--- config.mk ---
export PLATFORM = sky130hd
export DESIGN_NAME = multicycle_controller
export DESIGN_NICKNAME = d
export VERILOG_FILES = /design/src/rtl/multicycle_controller.sv
export SDC_FILE = /design/constraint.sdc
export NUM_CORES = 1
export LEC_CHECK = 0
export BUFFER_PORTS_ARGS = -buffer_cell sky130_fd_sc_hd__buf_2
export CAP_MARGIN = 20
export CORE_MARGIN = 3
export CORE_UTILIZATION = 35
export DETAILED_ROUTE_END_ITERATION = 10
export GPL_TIMING_DRIVEN = 1
export PLACE_DENSITY = 0.66
export SYNTH_ARGS = -nofsm -noshare
export SYNTH_HDL_FRONTEND = slang
export SYNTH_SLANG_ARGS = --single-unit
--- constraint.sdc ---
create_clock -name clk -period 4.4 [get_ports clk]
set_clock_uncertainty 0.05 [all_clocks]
set_input_delay 1.1 -clock clk [delete_from_list [all_inputs] [get_ports clk]]
set_output_delay 1.1 -clock clk [all_outputs]
set_load 0.01 [all_outputs]
--- src/rtl/multicycle_controller.sv ---
// multicycle_controller
// Main control FSM for the multicycle RV32I core. It sequences the shared
// datapath through fetch, decode and execute states, and it drives every mux
// select and write enable. The outputs are Moore-decoded from the state
// register. mem_ready (in FETCH and MEMWRITE) and zero (in BRANCH) qualify
// some of them.
//
// Ports:
//   clk, reset (async, active-low)
//   opcode, funct3, funct7b5 : fields of the instruction register
//   zero                     : ALU zero flag
//   mem_ready                : memory completes the current access
//   pc_write, adr_src, mem_write, ir_write, reg_write : datapath enables
//   result_src, alu_src_a, alu_src_b, alu_control, imm_src : datapath selects
//   retire                   : one-cycle pulse per completed instruction
//   illegal                  : high while parked in TRAP
//   state                    : current state, for debug
module multicycle_controller #(
    parameter int STATE_W         = 4,
    parameter bit TRAP_ON_ILLEGAL = 1'b1
) (
    input  logic               clk,
    input  logic               reset,
    input  logic [6:0]         opcode,
    input  logic [2:0]         funct3,
    input  logic               funct7b5,
    input  logic               zero,
    input  logic               mem_ready,
    output logic               pc_write,
    output logic               adr_src,
    output logic               mem_write,
    output logic               ir_write,
    output logic               reg_write,
    output logic [1:0]         result_src,
    output logic [1:0]         alu_src_a,
    output logic [1:0]         alu_src_b,
    output logic [2:0]         alu_control,
    output logic [1:0]         imm_src,
    output logic               retire,
    output logic               illegal,
    output logic [STATE_W-1:0] state
);

    typedef enum logic [3:0] {
        S_FETCH    = 4'd0,
        S_DECODE   = 4'd1,
        S_MEMADR   = 4'd2,
        S_MEMREAD  = 4'd3,
        S_MEMWB    = 4'd4,
        S_MEMWRITE = 4'd5,
        S_EXECR    = 4'd6,
        S_EXECI    = 4'd7,
        S_ALUWB    = 4'd8,
        S_BRANCH   = 4'd9,
        S_JAL      = 4'd10,
        S_TRAP     = 4'd11
    } state_t;

    localparam logic [6:0] OP_LW     = 7'b0000011;
    localparam logic [6:0] OP_SW     = 7'b0100011;
    localparam logic [6:0] OP_RTYPE  = 7'b0110011;
    localparam logic [6:0] OP_ITYPE  = 7'b0010011;
    localparam logic [6:0] OP_BRANCH = 7'b1100011;
    localparam logic [6:0] OP_JAL    = 7'b1101111;

    localparam logic [2:0] ALU_ADD = 3'b000;
    localparam logic [2:0] ALU_SUB = 3'b001;
    localparam logic [2:0] ALU_AND = 3'b010;
    localparam logic [2:0] ALU_OR  = 3'b011;
    localparam logic [2:0] ALU_SLT = 3'b101;

    // ALU function decode for EXECR/EXECI. Only R-type (opcode[5] = 1) can subtract.
    function automatic logic [2:0] alu_decode(input logic [2:0] f3, input logic f7b5,
                                              input logic op5);
        logic [2:0] op_s;
        case (f3)
            3'b000:  op_s = (f7b5 && op5) ? ALU_SUB : ALU_ADD;
            3'b010:  op_s = ALU_SLT;
            3'b110:  op_s = ALU_OR;
            3'b111:  op_s = ALU_AND;
            default: op_s = ALU_ADD;
        endcase
        return op_s;
    endfunction

    state_t state_q, state_d;

    logic       pc_write_s, adr_src_s, mem_write_s, ir_write_s, reg_write_s;
    logic [1:0] result_src_s, alu_src_a_s, alu_src_b_s, imm_src_s;
    logic [2:0] alu_control_s;
    logic       retire_s, illegal_s;

    // State register with asynchronous active-low reset.
    always_ff @(posedge clk or negedge reset) begin
        if (!reset) begin
            state_q <= S_FETCH;
        end else begin
            state_q <= state_d;
        end
    end

    // Next-state and Moore output decode.
    always_comb begin
        state_d       = state_q;
        pc_write_s    = 1'b0;
        adr_src_s     = 1'b0;
        mem_write_s   = 1'b0;
        ir_write_s    = 1'b0;
        reg_write_s   = 1'b0;
        result_src_s  = 2'b00;
        alu_src_a_s   = 2'b00;
        alu_src_b_s   = 2'b00;
        alu_control_s = ALU_ADD;
        retire_s      = 1'b0;
        illegal_s     = 1'b0;

        case (state_q)
            S_FETCH: begin
                alu_src_b_s  = 2'b10;
                result_src_s = 2'b10;
                if (mem_ready) begin
                    ir_write_s = 1'b1;
                    pc_write_s = 1'b1;
                    state_d    = S_DECODE;
                end else begin
                    state_d    = S_FETCH;
                end
            end
            S_DECODE: begin
                // OldPC + imm lands in ALUOut as the branch/jal target.
                alu_src_a_s = 2'b01;
                alu_src_b_s = 2'b01;
                case (opcode)
                    OP_LW, OP_SW: state_d = S_MEMADR;
                    OP_RTYPE:     state_d = S_EXECR;
                    OP_ITYPE:     state_d = S_EXECI;
                    OP_BRANCH:    state_d = S_BRANCH;
                    OP_JAL:       state_d = S_JAL;
                    default: begin
                        if (TRAP_ON_ILLEGAL) begin
                            state_d = S_TRAP;
                        end else begin
                            retire_s = 1'b1;
                            state_d  = S_FETCH;
                        end
                    end
                endcase
            end
            S_MEMADR: begin
                alu_src_a_s = 2'b10;
                alu_src_b_s = 2'b01;
                if (opcode == OP_SW) begin
                    state_d = S_MEMWRITE;
                end else begin
                    state_d = S_MEMREAD;
                end
            end
            S_MEMREAD: begin
                adr_src_s = 1'b1;
                if (mem_ready) begin
                    state_d = S_MEMWB;
                end else begin
                    state_d = S_MEMREAD;
                end
            end
            S_MEMWB: begin
                result_src_s = 2'b01;
                reg_write_s  = 1'b1;
                retire_s     = 1'b1;
                state_d      = S_FETCH;
            end
            S_MEMWRITE: begin
                adr_src_s   = 1'b1;
                mem_write_s = 1'b1;
                if (mem_ready) begin
                    retire_s = 1'b1;
                    state_d  = S_FETCH;
                end else begin
                    state_d  = S_MEMWRITE;
                end
            end
            S_EXECR: begin
                alu_src_a_s   = 2'b10;
                alu_src_b_s   = 2'b00;
                alu_control_s = alu_decode(funct3, funct7b5, opcode[5]);
                state_d       = S_ALUWB;
            end
            S_EXECI: begin
                alu_src_a_s   = 2'b10;
                alu_src_b_s   = 2'b01;
                alu_control_s = alu_decode(funct3, funct7b5, opcode[5]);
                state_d       = S_ALUWB;
            end
            S_ALUWB: begin
                reg_write_s = 1'b1;
                retire_s    = 1'b1;
                state_d     = S_FETCH;
            end
            S_BRANCH: begin
                alu_src_a_s   = 2'b10;
                alu_control_s = ALU_SUB;
                case (funct3)
                    3'b000:  pc_write_s = zero;
                    3'b001:  pc_write_s = ~zero;
                    default: pc_write_s = 1'b0;
                endcase
                retire_s = 1'b1;
                state_d  = S_FETCH;
            end
            S_JAL: begin
                // OldPC + 4 goes to ALUOut as the link value; PC takes the target.
                alu_src_a_s = 2'b01;
                alu_src_b_s = 2'b10;
                pc_write_s  = 1'b1;
                state_d     = S_ALUWB;
            end
            S_TRAP: begin
                illegal_s = 1'b1;
                state_d   = S_TRAP;
            end
            default: begin
                state_d = S_FETCH;
            end
        endcase
    end

    // The immediate format depends only on the opcode and is valid in every state.
    always_comb begin
        case (opcode)
            OP_LW, OP_ITYPE: imm_src_s = 2'b00;
            OP_SW:           imm_src_s = 2'b01;
            OP_BRANCH:       imm_src_s = 2'b10;
            OP_JAL:          imm_src_s = 2'b11;
            default:         imm_src_s = 2'b00;
        endcase
    end

    // While reset is held, every enable and select is forced low without waiting for a clock.
    always_comb begin
        if (!reset) begin
            pc_write    = 1'b0;
            adr_src     = 1'b0;
            mem_write   = 1'b0;
            ir_write    = 1'b0;
            reg_write   = 1'b0;
            result_src  = 2'b00;
            alu_src_a   = 2'b00;
            alu_src_b   = 2'b00;
            alu_control = 3'b000;
            imm_src     = 2'b00;
            retire      = 1'b0;
            illegal     = 1'b0;
        end else begin
            pc_write    = pc_write_s;
            adr_src     = adr_src_s;
            mem_write   = mem_write_s;
            ir_write    = ir_write_s;
            reg_write   = reg_write_s;
            result_src  = result_src_s;
            alu_src_a   = alu_src_a_s;
            alu_src_b   = alu_src_b_s;
            alu_control = alu_control_s;
            imm_src     = imm_src_s;
            retire      = retire_s;
            illegal     = illegal_s;
        end
    end

    assign state = STATE_W'(state_q);

endmodule
Yosys cells after proc, flatten, opt, wreduce, memory -nomap -nowiden
Index checks and enable logic that the tools add are counted.
Operators by class
  eq/ne operators: 21
  reductions and logical operators: 13
  bitwise gates (word level): 1
  muxes and demuxes: 34
Operators with widths (count)
  $pmux 4 s7: 1
  $pmux 4 s5: 1
  $eq 4x3->1 const B: 4
  $eq 4x4->1 const B: 4
  $mux 1: 15
  $eq 7x6->1 const B: 2
  $eq 7x7->1 const B: 2
  $mux 3: 4
  $pmux 2 s2: 3
  $pmux 3 s4: 1
  $reduce_or 2->1: 6
  $reduce_or 3->1: 3
  $eq 4x2->1 const B: 2
  $mux 2: 4
  $eq 7x2->1 const B: 1
  $eq 7x5->1 const B: 1
  $eq 3x3->1 const B: 2
  $pmux 2 s3: 1
  $pmux 3 s2: 1
  $eq 4x1->1 const B: 1
  $logic_not 4->1: 1
  $pmux 1 s2: 2
  $reduce_or 4->1: 1
  $eq 3x1->1 const B: 1
  5 further kinds: 5
Storage, ports and cells
  output and inout bits: 22
  logic and storage cells: 70
  input bits: 15
  flip-flop bits (word level): 4

Longest topological paths before layout
  depth in word-level cells: 5
  mapped depth: 5
  depth with buffers taken out: 4

Least setup slack after synthesis
Ideal clock, no wire load.
  kind: input-to-output
  start: input port opcode[6]
  end: output port imm_src[0]
  stages: 3
  buffers on the path: 1
  required time: 3250 ps
  arrival: 1832 ps
  path slack: 1418 ps
  cells stage by stage: clkbuf_1 > or3_1 > a21oi_1
On the way
  longest elaborated chain between the ends: 3
  elaborated cells on any way between the ends: 5
  classes of those cells: 3 x eq/ne; 2 x mux
RTL lines
  from (decl): line 24  | input logic [6:0] opcode,
  $eq 7x7->1 or $eq 7x6->1 (tied branches): line 229  | case (opcode)
  $pmux 2 s3 *: line 229
  $mux 2 *: line 240  | if (!reset) begin
  to (decl): line 38  | output logic [1:0] imm_src,
Every way passes the cells marked *; elsewhere a longest branch is shown, timed or not.

Worst setup path in the final report
  start: input port reset
  end: output port alu_control[0]
On the way
  longest elaborated chain between the ends: 1
RTL lines
  from (decl): line 23  | input logic reset,
  $mux 3: line 240
  to (decl): line 37  | output logic [2:0] alu_control,
Every way passes these cells.

==> results.md <==
* R2R Setup Slk at 2.66 ns
* Number of detailed-route iterations in the first pass at 4
* CP Launch Point: reset
* Cell depth of the worst flop-to-flop path at 4
* FF/Latch Area at between 100 and 150 µm²
* EDFF count, synth at 0
* CTS Buf Count at 3
* Post-Synthesis Cell Area at 664 µm²
* Initial Utilization at 0.377
* H-tree Lvls at 1
* Synth Instances at 98
* Total vias in the final route at 820
* Headroom to the max-slew limit at 0.598
* Pleak at 0.423 nW
* Synthesized area per cell at 6.78 µm²
* Pins Over Slew Limit at 0
* Die Ht at 49.6 µm
* Ranking of synthesized cells by area: dfrtp_1 15%, nand2_1 6.8%, a21oi_1 6.0%
* # Post-CTS Setup Buffers at 0
* Multi-input logic area at 520 µm²
* Worst slew pin tran at 0.603 ns
* Setup CP Type: input pin to primary output
* Combinational power share at 0.622
* Clock share of power at 0.105
* Startpoint Class: input pin
* Fraction of layout cells with a size suffix above 1 at 0.336
* Sw frac at 0.514
* Post-synthesis sequential area ratio at 0.151
* Worst hold path class: flip-flop to flip-flop
* Slowest CP cell: or4_1
* Count of state elements after synthesis at 4
* GRT Util Overall at 0.159
* Sink Count at 4
* R2r endpoint: state[2]$_DFF_PN0_
* Mapped Nets at 113
* Final Critical Period at 3.34 ns
* CTS tree: yes
* Global route hottest layer: met2
* Largest net degree at the start of global routing at 20
* Crit path DAT at 2.19 ns
* Reg2reg start: state[1]$_DFF_PN0_
* First-pass GRT wire length at 3.14 mm
* Post-synth top area cell: dfrtp_1
* Synth cell count leaders: 12 x nand2_1, 8 x a21oi_1, 6 x nand2b_1, 5 x nor2_1
* Synth unique cells at 40
* RSZ-0062 raised after global routing: false
* Max stage delay on crit path at 0.48 ns
* Switching power at 222 µW
* Clk_lat worst skew at 0.23 ns
* Final period util at 0.759
* Post-DP HPWL at 1.50 mm
* Placed Area at 840 µm²
* Main synth FF type: dfrtp_1
* Layout Nets at between 100 and 150
* Final Hold Vio Count at 0
* DRC errors left at 0
* Io pins at 37
* Total grt overflow at 0
* Initial antenna violation count at 0
* Met1 usage at 0.189
* CP endpoint kind: primary output
* Async set-or-reset flop fraction in the synthesized netlist at 1.00
* Hold Startpoint: state[0]$_DFF_PN0_
* Die Footprint at between 0.002 and 0.0025 mm²
* CP Cell Sequence: buf_2 -> nand2_1 -> or4_1 -> o21ai_1 -> buf_2
* Root buffer cell: clkbuf_4
* Port Buffers at 36
* Synth top area share at 0.151
* Max FFs per register at 4
* Max Buffers Root-to-Sink at 2
* Worst vdd ir at 0.000338 V
* Die W at just under 50 µm
* Met2 usage at 0.286
* Placer Congestion at 0.771
* Internal at 210 µW
* # setup viols final at 0
* Cell mode on critical path: buf_2
* GRT met3 Usage at 0.0423
* WL per Instance at 12.4 µm
* Achievable Freq at ~300 MHz
* Crit path to: alu_control[0]
* Hold Buf Count CTS at 0
* Final wirelength at between 1.5 and 2 mm
* Core area at ~0.0018 mm²
* Fill count at 194
* DR iter-0 viols at 4
* Max_cap viols at 0
* Yosys Warn Count at 0
* WP data required at roughly 3.3 ns
* Antenna-violating nets left at 0
* Status: finished, final reports clean
* Power Density at 501 mW/mm²
* Synthesis-to-finish area growth at 29.8%
* Vias in the first global route at 736
* Antenna fix cells at 0
* Rows at 15
* Post-cts resize count at 0
* Setup_tns at 0 ns
* Critical path fanouts, max at 14
* Share of total power in sequential cells at 0.274
* Design area at around 860 µm²
* Cell with the most instances after synthesis: nand2_1
* Clock transition at path regs at 0.04 ns
* Vias per cell at 5.26
[cell families (layout without fill, tap and decap cells)]
logic type | count (synthesis) | count (layout) | share of synthesized area
AO/OA/AOI/OAI | 24 | 24 | 0.224
XOR/XNOR | 3 | 3 | 0.0396
buffers and inverters | 8 | 41 | 0.0659
flip-flops | 4 | 4 | 0.151
AND/OR/NAND/NOR | 59 | 59 | 0.520
[placed cells by master, fill, tap and decap left out, types with 2 or more instances in the layout]
cell type / Yosys / layout
o21ai_1: 2 / 2
nor2b_1: 3 / 3
xor2_1: 2 / 2
o22ai_1: 2 / 2
nor4_1: 2 / 2
or4_1: 2 / 2
o21ai_0: 4 / 4
clkbuf_4: 0 / 3
buf_2: 2 / 36
nand2b_1: 6 / 6
a31oi_1: 2 / 2
dfrtp_1: 4 / 4
nor3b_1: 4 / 4
and3_1: 3 / 3
a21oi_1: 8 / 8
nor3_1: 4 / 4
nand2_1: 12 / 12
nor2_1: 5 / 5
nor2_2: 2 / 2
or2_1: 2 / 2
and2_1: 3 / 3
inv_1: 2 / 2
nand3_1: 3 / 3
[metal layers]
layer	up-vias	routed length, µm	share of wire
li1	422	-	-
met1	375	843	0.44
met2	23	979	0.51
met3	0	105	0.054
met4	0	0	0
met5	-	0	0
[stage by stage]
step | worst slack [ns] | total power [mW] | hold WS (ns) | util | cells
final | 1.06 | 0.432 | 0.666 | 0.489 | 156
after global routing | 0.981 | 0.476 | 0.674 | 0.489 | 156
after CTS | 1.06 | 0.434 | 0.667 | 0.489 | 156
after detailed placement | 1.07 | 0.387 | 0.663 | 0.476 | 153
after global placement | 1.10 | 0.380 | 0.659 | 0.476 | 153
after floorplan | 1.42 | 0.312 | 0.684 | - | 98
[worst min-delay path by stage]
stage / endpoint / slack (ns) / depth (start not counted)
2_1_floorplan: state[2]$_DFF_PN0_ / 0.68 / 3
3_3_place_gp: state[2]$_DFF_PN0_ / 0.66 / 2
3_5_place_dp: state[2]$_DFF_PN0_ / 0.66 / 2
4_1_cts: state[3]$_DFF_PN0_ / 0.67 / 1
5_1_grt: state[3]$_DFF_PN0_ / 0.67 / 1
6_report: state[2]$_DFF_PN0_ / 0.67 / 2
[cell type report]
class / instances / area share
Multi-Input combinational cell: 86 / 0.604
Timing Repair Buffer: 36 / 0.209
Sequential cell: 4 / 0.116
Tap cell: 25 / 0.0363
Clock buffer: 3 / 0.0261
Inverter: 2 / 0.00871
[critical path: cells and delay by family]
family | cells | cell delay [ns]
buf+inv | 2 | 0.38
simple gates | 2 | 0.63
compound gates | 1 | 0.08
[power groups by stage]
stage | sequential (mW) | combinational (mW) | clock (mW)
global placement | 0.117 | 0.264 | 0
CTS | 0.116 | 0.271 | 0.0473
finish | 0.118 | 0.269 | 0.0452
floorplan | 0.0770 | 0.235 | 0
global route | 0.125 | 0.299 | 0.0519
detailed placement | 0.117 | 0.270 | 0
(Power assumes the default switching activity.)
